--- config.mk ---
export PLATFORM = sky130hd
export DESIGN_NAME = wb_sram_bridge
export DESIGN_NICKNAME = d
export VERILOG_FILES = /design/src/rtl/wb_sram_bridge.sv
export SDC_FILE = /design/constraint.sdc
export NUM_CORES = 1
export LEC_CHECK = 0
export CAP_MARGIN = 20
export CORE_ASPECT_RATIO = 1.1
export CORE_MARGIN = 2
export CORE_UTILIZATION = 35
export DETAILED_ROUTE_END_ITERATION = 12
export GPL_ROUTABILITY_DRIVEN = 1
export GPL_TIMING_DRIVEN = 0
export PLACE_DENSITY_LB_ADDON = 0.05
export SLEW_MARGIN = 40
export SYNTH_ARGS = -nofsm -noshare
export SYNTH_HDL_FRONTEND = slang
export SYNTH_SLANG_ARGS = --single-unit
--- constraint.sdc ---
create_clock -name i_clk -period 6.2 [get_ports i_clk]
set_input_delay 0.62 -clock i_clk [delete_from_list [all_inputs] [get_ports i_clk]]
set_output_delay 0.62 -clock i_clk [all_outputs]
set_load 0.1 [all_outputs]
--- src/rtl/wb_sram_bridge.sv ---
// rtl/wb_sram_bridge.sv - Wishbone classic slave to 16-bit asynchronous SRAM bridge
// Splits each 32-bit access into one or two half-word SRAM accesses with programmable strobe length.
module wb_sram_bridge #(
    parameter int AWIDTH = 18,
    parameter int WAIT   = 1
) (
    input  logic              i_clk,
    input  logic              i_rb,
    input  logic              i_wb_cyc,
    input  logic              i_wb_stb,
    input  logic              i_wb_we,
    input  logic [3:0]        i_wb_sel,
    input  logic [AWIDTH-1:0] i_wb_adr,
    input  logic [31:0]       i_wb_dat,
    output logic [31:0]       o_wb_dat,
    output logic              o_wb_ack,
    output logic [AWIDTH:0]   o_sram_addr,
    output logic              o_sram_ce_n,
    output logic              o_sram_oe_n,
    output logic              o_sram_we_n,
    output logic              o_sram_lb_n,
    output logic              o_sram_ub_n,
    output logic [15:0]       o_sram_dq,
    output logic              o_sram_dq_oe,
    input  logic [15:0]       i_sram_dq
);

    typedef enum logic [1:0] {IDLE, SETUP, STROBE, ACK} state_t;

    state_t            state, state_n;
    logic              half, half_n;
    logic              lat_we, lat_we_n;
    logic [3:0]        lat_sel, lat_sel_n;
    logic [AWIDTH-1:0] lat_adr, lat_adr_n;
    logic [31:0]       lat_dat, lat_dat_n;
    logic [3:0]        wait_cnt, wait_cnt_n;
    logic              abort_q, abort_n;

    logic [AWIDTH:0]   addr_n;
    logic              ce_n_n, oe_n_n, we_n_n, lb_n_n, ub_n_n, dq_oe_n;
    logic [15:0]       dq_n;
    logic [31:0]       wb_dat_n;

    logic              req;
    logic              drive, strobe, hold_oe;
    logic              src_we;
    logic [3:0]        src_sel;
    logic [AWIDTH-1:0] src_adr;
    logic [31:0]       src_dat;

    assign req = i_wb_cyc & i_wb_stb;

    // In IDLE the request is not latched yet, so the first SETUP is built from the bus directly.
    assign src_we  = (state == IDLE) ? i_wb_we  : lat_we;
    assign src_sel = (state == IDLE) ? i_wb_sel : lat_sel;
    assign src_adr = (state == IDLE) ? i_wb_adr : lat_adr;
    assign src_dat = (state == IDLE) ? i_wb_dat : lat_dat;

    assign o_wb_ack = (state == ACK) & req;

    always_comb begin
        state_n    = state;
        half_n     = half;
        lat_we_n   = lat_we;
        lat_sel_n  = lat_sel;
        lat_adr_n  = lat_adr;
        lat_dat_n  = lat_dat;
        wait_cnt_n = wait_cnt;
        abort_n    = abort_q;
        wb_dat_n   = o_wb_dat;
        addr_n     = o_sram_addr;
        dq_n       = o_sram_dq;
        ce_n_n     = 1'b1;
        oe_n_n     = 1'b1;
        we_n_n     = 1'b1;
        lb_n_n     = 1'b1;
        ub_n_n     = 1'b1;
        dq_oe_n    = 1'b0;
        drive      = 1'b0;
        strobe     = 1'b0;
        hold_oe    = 1'b0;

        case (state)
            IDLE: begin
                if (req) begin
                    lat_we_n  = i_wb_we;
                    lat_sel_n = i_wb_sel;
                    lat_adr_n = i_wb_adr;
                    lat_dat_n = i_wb_dat;
                    abort_n   = 1'b0;
                    if (i_wb_we && (i_wb_sel == 4'b0000)) begin
                        state_n = ACK;
                    end else begin
                        half_n  = i_wb_we && (i_wb_sel[1:0] == 2'b00);
                        state_n = SETUP;
                        drive   = 1'b1;
                    end
                end
            end
            SETUP: begin
                if (!req) begin
                    state_n = IDLE;
                end else begin
                    state_n    = STROBE;
                    wait_cnt_n = 4'(WAIT);
                    abort_n    = 1'b0;
                    drive      = 1'b1;
                    strobe     = 1'b1;
                end
            end
            STROBE: begin
                if (wait_cnt != 4'd0) begin
                    wait_cnt_n = wait_cnt - 4'd1;
                    abort_n    = abort_q | ~req;
                    drive      = 1'b1;
                    strobe     = 1'b1;
                end else begin
                    // Last strobe edge: we_n rises while write data stays driven one more cycle.
                    hold_oe = lat_we;
                    abort_n = 1'b0;
                    if (!lat_we) begin
                        if (half) wb_dat_n[31:16] = i_sram_dq;
                        else      wb_dat_n[15:0]  = i_sram_dq;
                    end
                    if (abort_q || !req) begin
                        state_n = IDLE;
                    end else if (!half && (!lat_we || (lat_sel[3:2] != 2'b00))) begin
                        half_n  = 1'b1;
                        state_n = SETUP;
                        drive   = 1'b1;
                    end else begin
                        state_n = ACK;
                    end
                end
            end
            ACK: begin
                state_n = IDLE;
            end
            default: begin
                state_n = IDLE;
            end
        endcase

        if (drive) begin
            ce_n_n = 1'b0;
            addr_n = {src_adr, half_n};
            if (src_we) begin
                oe_n_n  = 1'b1;
                dq_oe_n = 1'b1;
                dq_n    = half_n ? src_dat[31:16] : src_dat[15:0];
                lb_n_n  = half_n ? ~src_sel[2] : ~src_sel[0];
                ub_n_n  = half_n ? ~src_sel[3] : ~src_sel[1];
                we_n_n  = ~strobe;
            end else begin
                oe_n_n = 1'b0;
                lb_n_n = 1'b0;
                ub_n_n = 1'b0;
            end
        end
        if (hold_oe) begin
            dq_oe_n = 1'b1;
        end
    end

    always_ff @(posedge i_clk or negedge i_rb) begin
        if (!i_rb) begin
            state        <= IDLE;
            half         <= 1'b0;
            lat_we       <= 1'b0;
            lat_sel      <= 4'b0000;
            lat_adr      <= '0;
            lat_dat      <= 32'd0;
            wait_cnt     <= 4'd0;
            abort_q      <= 1'b0;
            o_wb_dat     <= 32'd0;
            o_sram_addr  <= '0;
            o_sram_ce_n  <= 1'b1;
            o_sram_oe_n  <= 1'b1;
            o_sram_we_n  <= 1'b1;
            o_sram_lb_n  <= 1'b1;
            o_sram_ub_n  <= 1'b1;
            o_sram_dq    <= 16'd0;
            o_sram_dq_oe <= 1'b0;
        end else begin
            state        <= state_n;
            half         <= half_n;
            lat_we       <= lat_we_n;
            lat_sel      <= lat_sel_n;
            lat_adr      <= lat_adr_n;
            lat_dat      <= lat_dat_n;
            wait_cnt     <= wait_cnt_n;
            abort_q      <= abort_n;
            o_wb_dat     <= wb_dat_n;
            o_sram_addr  <= addr_n;
            o_sram_ce_n  <= ce_n_n;
            o_sram_oe_n  <= oe_n_n;
            o_sram_we_n  <= we_n_n;
            o_sram_lb_n  <= lb_n_n;
            o_sram_ub_n  <= ub_n_n;
            o_sram_dq    <= dq_n;
            o_sram_dq_oe <= dq_oe_n;
        end
    end

endmodule

==> impl_metrics.py, run 1 <==
metrics = {
    "run_status": {
        "status": "complete, no violations",
    },
    "placed_design": {
        "placed_area_sq_um": 7840,
        "hpwl_um": 10970,
        "dp_cells": 858,
        "port_buffers": 148,
        "gp_congestion": 0.7584,
    },
    "floorplan": {
        "rows": 51,
        "die_h_um": 145.5,
        "core_area_sq_um": 17800,
        "die_area_sq_um": 19300,
        "start_util_pct": 35.79,
        "die_w_um": 132.6,
        "ioPinCount": 149,
    },
    "cts": {
        "clk_latency_ns": 0.42,
        "cts.sink_count": 136,
        "post_cts.repair.setup_buffers": 0,
        "cts.reportedPaths.clkPinSlew_ns": 0.05,
        "ctsRootBufferMaster": "clkbuf_16",
        "cts_tree": "done",
        "cts_buffers": 17,
        "h-tree-depth": 4,
        "cts_buffer_depth": 2,
    },
    "global_route": {
        "grt_start_max_net_pins": 67,
        "grt_pass1_wl_um": 25380,
        "antenna_found_initial": 0,
        "grt_pass1_vias": 4725,
        "grt_remaining_overflow": 0,
        "grt_usage_pct": 16.59,
    },
    "critical_path": {
        "r2r_cells": 7,
        "cp_max_fo": 10,
        "crit_type": "flip-flop to flip-flop",
        "arrival_ns": 2.94,
        "critPathLaunch": "state[0]",
        "slowest_delay_ns": 0.53,
        "required_ns": 6.49,
        "cp-start-kind": "flip-flop",
        "crit-reg2reg-launch": "state[0]",
        "crit_path_top_delay_cell": "buf_1",
        "cpLargestDelayFamily": "buffers and inverters",
        "crit_buf_inv": 4,
        "path_depth": 7,
        "r2r_end": "o_sram_addr[16]",
        "crit_chain": "inv_1, ha_1, clkbuf_1, buf_2, buf_1, mux2_2, mux2_1",
        "cp-end-kind": "flip-flop",
        "r2r_setup_slack_ns": 3.55,
        "critPathCapture": "o_sram_addr[16]",
    },
    "layout": {
        "fin_nets": 721,
        "n_fill_cell": 1613,
        "fin_cells": 891,
        "stdcell_area_sq_um": 8423,
        "drive_above_1_share_pct": 42.11,
        "diodes": 0,
        "area_delta_synth_final_pct": 32.21,
    },
    "flow_run": {
        "maxCapViolations": 0,
    },
    "logic_synthesis": {
        "synth_edf_count": 0,
        "async_flop_share_pct": 100.0,
        "synthCells": 470,
        "synth.distinct_cells": 47,
        "ys_seq_area_share_pct": 53.52,
        "syn_area_per_cell_sq_um": 13.56,
        "syn_area_sq_um": 6371,
        "syn_nets": 551,
        "ys_ff_latch": 136,
        "synth_warnings": 0,
        "synth_flop_cell": "dfrtp_1",
    },
    "drt": {
        "ant_nets": 0,
        "drtPass1Iterations": 5,
        "wl_per_cell_um": 17.11,
        "post-route-drc-count": 0,
        "viasPerCell": 4.916,
        "vias": 4380,
        "routed_wl_um": 15240,
        "first_iter_violations": 161,
    },
    "sta": {
        "tightest_slew_ns": 0.6269,
        "maxSlewViolCount": 0,
        "hold_viol": 0,
        "fin_skew_ns": 0.006944,
        "finalCritPeriodShare_pct": 42.70,
        "slew_headroom_pct": 58.21,
        "setup_viol": 0,
        "rsz0062_at_grt": "false",
        "fmax_mhz": 377.7,
        "min_period_ns": 2.647,
        "fin_tns_setup_ns": 0,
    },
    "min_path": {
        "holdCritPathClass": "flip-flop to flip-flop",
    },
}
## how the worst min path moves through the flow
stage	cells past startpoint	startpoint	to	slack, ns
2_1_floorplan	0	i_rb	abort_q	0.32
3_3_place_gp	1	o_sram_addr[13]	o_sram_addr[13]	0.47
3_5_place_dp	1	i_rb	o_wb_dat[13]	0.43
4_1_cts	1	o_sram_addr[17]	o_sram_addr[17]	0.49
5_1_grt	1	o_sram_dq[2]	o_sram_dq[2]	0.50
6_report	1	o_sram_addr[17]	o_sram_addr[17]	0.48
## state kept, by name, indices dropped and copies added (netlist names)
signal,cells
o_sram_dq,16
o_sram_we_n,1
o_sram_ub_n,1
wait_cnt,4
half,1
lat_adr,18
o_wb_dat,32
o_sram_ce_n,1
lat_sel,4
lat_dat,32
o_sram_dq_oe,1
state,2
o_sram_oe_n,1
lat_we,1
o_sram_addr,19
abort_q,1
o_sram_lb_n,1
## synth_stat cells, types with 2 or more instances
master       n  share of area, %
a211oi_1     8              0.94
a211oi_2    10               2.0
a21oi_1      4              0.31
a22o_1       4              0.55
and2_1       2              0.20
buf_1        2              0.12
buf_2       13               1.0
buf_4        2              0.24
buf_6        5              0.88
clkbuf_1     6              0.35
dfrtp_1    131                51
dfstp_2      5               2.1
ha_1         6               1.2
inv_1        7              0.41
mux2_1      18               3.2
mux2_2     113                20
mux2_4      10               2.4
mux2i_1      8               1.3
nand2_1     15              0.88
nand3_1      5              0.39
nor2_1       9              0.53
nor2b_1     20               2.0
nor3b_1      2              0.24
nor3b_2      2              0.39
o21ai_0      9              0.71
o21ai_1     16               1.3
o221ai_1     2              0.27
o2bb2ai_1   16               2.2
o31ai_1      2              0.24
## placed cells by master, fill, tap and decap left out, types with 8 or more instances in the layout
master and instances:
clkdlybuf4s50_1 73, mux2_1 18, dfrtp_1 131, mux2i_1 8
o2bb2ai_1 16, buf_2 87, a211oi_1 8, mux2_4 10
nor2_1 9, clkbuf_16 17, a211oi_2 10, nor2b_1 20
o21ai_1 16, mux2_2 113, nand2_1 15, o21ai_0 9
## per-stage QoR
step / hold slack, ns / util [%] / worst slack [ns]
after global routing: 0.4964 / 47.31 / 3.371
after floorplan: 0.3244 / - / 4.057
after global placement: 0.4669 / 45.78 / -1.131
final: 0.4789 / 47.31 / 3.553
after detailed placement: 0.4303 / 44.04 / 3.390
after CTS: 0.4857 / 47.31 / 3.511
## cells by family after synthesis
| family | Yosys count | share of synthesized area, % |
|---|---|---|
| muxes | 149 | 26.77 |
| DFF | 136 | 53.52 |
| AOI/OAI and AO/OA | 76 | 9.152 |
| and+or+nand+nor | 66 | 6.147 |
| buffers and inverters | 37 | 3.240 |
| adders and majority gates | 6 | 1.178 |
## layout make-up
| type | count | area [sq um] | area share, % |
|---|---|---|---|
| Timing Repair Buffer | 151 | 1181 | 14.02 |
| Clock buffer | 19 | 442.9 | 5.258 |
| Inverter | 8 | 35.03 | 0.4159 |
| Clock inverter | 13 | 130.1 | 1.545 |
| Multi-Input combinational cell | 297 | 2755 | 32.71 |
| Tap cell | 238 | 297.8 | 3.535 |
| Sequential cell | 136 | 3410 | 40.48 |
| Buffer | 29 | 171.4 | 2.035 |
## repair_timing
action | 4_1_cts | 5_1_grt
endpoints found under the setup margin | 0 | 0
endpoints found under the hold margin | 9 | 0
gates resized for setup | 0 | 0
hold buffers | 1 | 0
## metal layers
metal,global-route usage [%],up-vias,wire (um)
met4,5.323,0,163
li1,-,2047,-
met5,0,-,0
met2,26.79,127,7286
met1,21.98,2192,7035
met3,4.040,14,756
Power of run 1 is not shown: default switching activity piles up to over one toggle a cycle in this logic, so the estimate is an artifact.
==> run 2, diff against run 1 <==
- clock period: 6.2 -> 2.7 ns (I/O delays scaled with it)
==> run 2 against run 1 <==
Net effect:
- critical path depth did not move
- core utilization barely moved
- clock-buffer cell count did not move
- critical path type unchanged
- highest routed layer unchanged
==> impl_metrics.py, run 2 (same netlist as run 1, synthesis figures left out) <==
metrics = {
    "floorplan": {
        "ioPinCount": 149,
        "die_h_um": 145.5,
        "die_w_um": 132.6,
        "core_area_sq_um": 17800,
        "start_util_pct": 35.79,
        "rows": 51,
        "die_area_sq_um": 19300,
    },
    "drt": {
        "ant_nets": 0,
        "vias": 4356,
        "wl_per_cell_um": 17.08,
        "viasPerCell": 4.889,
        "first_iter_violations": 135,
        "post-route-drc-count": 0,
        "routed_wl_um": 15220,
        "drtPass1Iterations": 4,
    },
    "sta": {
        "min_period_ns": 2.440,
        "hold_viol": 0,
        "fin_skew_ns": 0.006924,
        "fmax_mhz": 409.8,
        "maxSlewViolCount": 0,
        "whs_ns": 0.2474,
        "setup_viol": 0,
        "fin_tns_setup_ns": 0,
        "finalCritPeriodShare_pct": 90.38,
        "rsz0062_at_grt": "false",
        "tightest_slew_ns": 0.6275,
        "slew_headroom_pct": 58.17,
    },
    "global_route": {
        "grt_start_max_net_pins": 67,
        "grt_usage_pct": 16.59,
        "grt_pass1_vias": 4725,
        "grt_remaining_overflow": 0,
        "grt_pass1_wl_um": 25380,
        "antenna_found_initial": 0,
    },
    "min_path": {
        "holdCritPathClass": "input port to async pin",
    },
    "placed_design": {
        "gp_congestion": 0.7584,
        "port_buffers": 148,
        "hpwl_um": 10970,
    },
    "flow_run": {
        "maxCapViolations": 0,
    },
    "layout": {
        "register_area_sq_um": 3410,
        "area_delta_synth_final_pct": 32.31,
        "largest_registers": "lat_dat (32), o_wb_dat (32), o_sram_addr (19)",
        "fin_nets": 721,
        "multi_input_area_sq_um": 2760,
        "fin_util_pct": 47.35,
        "n_fill_cell": 1615,
        "final_cell_mix": "131 x dfrtp_1, 113 x mux2_2, 87 x buf_2",
        "diodes": 0,
        "layout_commonest_cell": "dfrtp_1",
        "drive_above_1_share_pct": 42.57,
    },
    "critical_path": {
        "cp-start-kind": "flip-flop",
        "crit_chain": "inv_1, ha_1, clkbuf_1, buf_2, clkbuf_2, mux2_2, mux2_1",
        "crit_type": "flip-flop to flip-flop",
        "required_ns": 2.99,
        "crit_path_top_delay_cell": "dfrtp_1",
        "slowest_delay_ns": 0.43,
        "cp_max_fo": 10,
        "arrival_ns": 2.73,
        "crit_buf_inv": 4,
        "cpLargestDelayFamily": "buffers and inverters",
        "cp-end-kind": "flip-flop",
    },
    "cts": {
        "cts_buffer_depth": 2,
        "cts_tree": "done",
        "cts.sink_count": 136,
        "h-tree-depth": 4,
        "clk_latency_ns": 0.42,
        "cts_buffers": 17,
        "ctsRootBufferMaster": "clkbuf_16",
        "cts.reportedPaths.clkPinSlew_ns": 0.06,
    },
    "run_status": {
        "status": "complete, no violations",
    },
}
## run 2: cell count changes in the layout (fill, tap and decap cells not counted), sizes merged
cell	previous run	this run
buf	99	98
clkbuf	26	27
## run 2: area by class of cell
type	count	share of cell area [%]
clock buffer	19	5.255
tap	238	3.533
multi-input combinational	297	32.74
sequential	136	40.45
timing repair buffer	151	14.01
inverter	8	0.4156
buffer	29	2.048
clock inverter	13	1.544
## run 2: metal layers
metal / vias to the layer above / global-route usage (%) / share of wire [%]
li1: 2047 / - / -
met1: 2183 / 21.98 / 46
met2: 112 / 26.79 / 48
met3: 14 / 4.040 / 4.6
met4: 0 / 5.323 / 1.1
met5: - / 0 / 0
## run 2: metrics by stage
stage / cell area (sq um) / instances / setup WS [ns]
after floorplan: 6371 / 470 / 0.5575
after global placement: 8150 / 856 / -4.281
after detailed placement: 7840 / 858 / 0.03307
after CTS: 8423 / 891 / 0.01138
after global routing: 8429 / 891 / 0.04624
final: 8429 / 891 / 0.2596
## run 2: worst paths after layout
path	end	startpoint	slack (ns)	cells after the start
min in group i_clk	o_wb_dat[22]	i_sram_dq[6]	0.48	2
min	o_wb_dat[13]	i_rb	0.25	2
max in group asynchronous	o_sram_ce_n	i_rb	1.55	4
max reg2reg	o_sram_addr[16]	state[0]	0.26	7
max	o_sram_addr[16]	state[0]	0.26	7
min reg2reg	o_sram_addr[17]	o_sram_addr[17]	0.48	1
## run 2: timing repair
action,4_1_cts,5_1_grt
hold buffers,1,0
endpoints found under the setup margin,0,19
gates resized for setup,0,3
hold endpoints to repair,70,0
buffers inserted,0,0
Power of run 2 is left out for the same reason.
==> run 3, diff against run 2 <==
- ABC_CLOCK_PERIOD_IN_PS: default -> 2700
==> results of run 3 <==
The final DEF is identical to that of run 2; final timing and power are the same.
Power of run 3 is left out for the same reason.
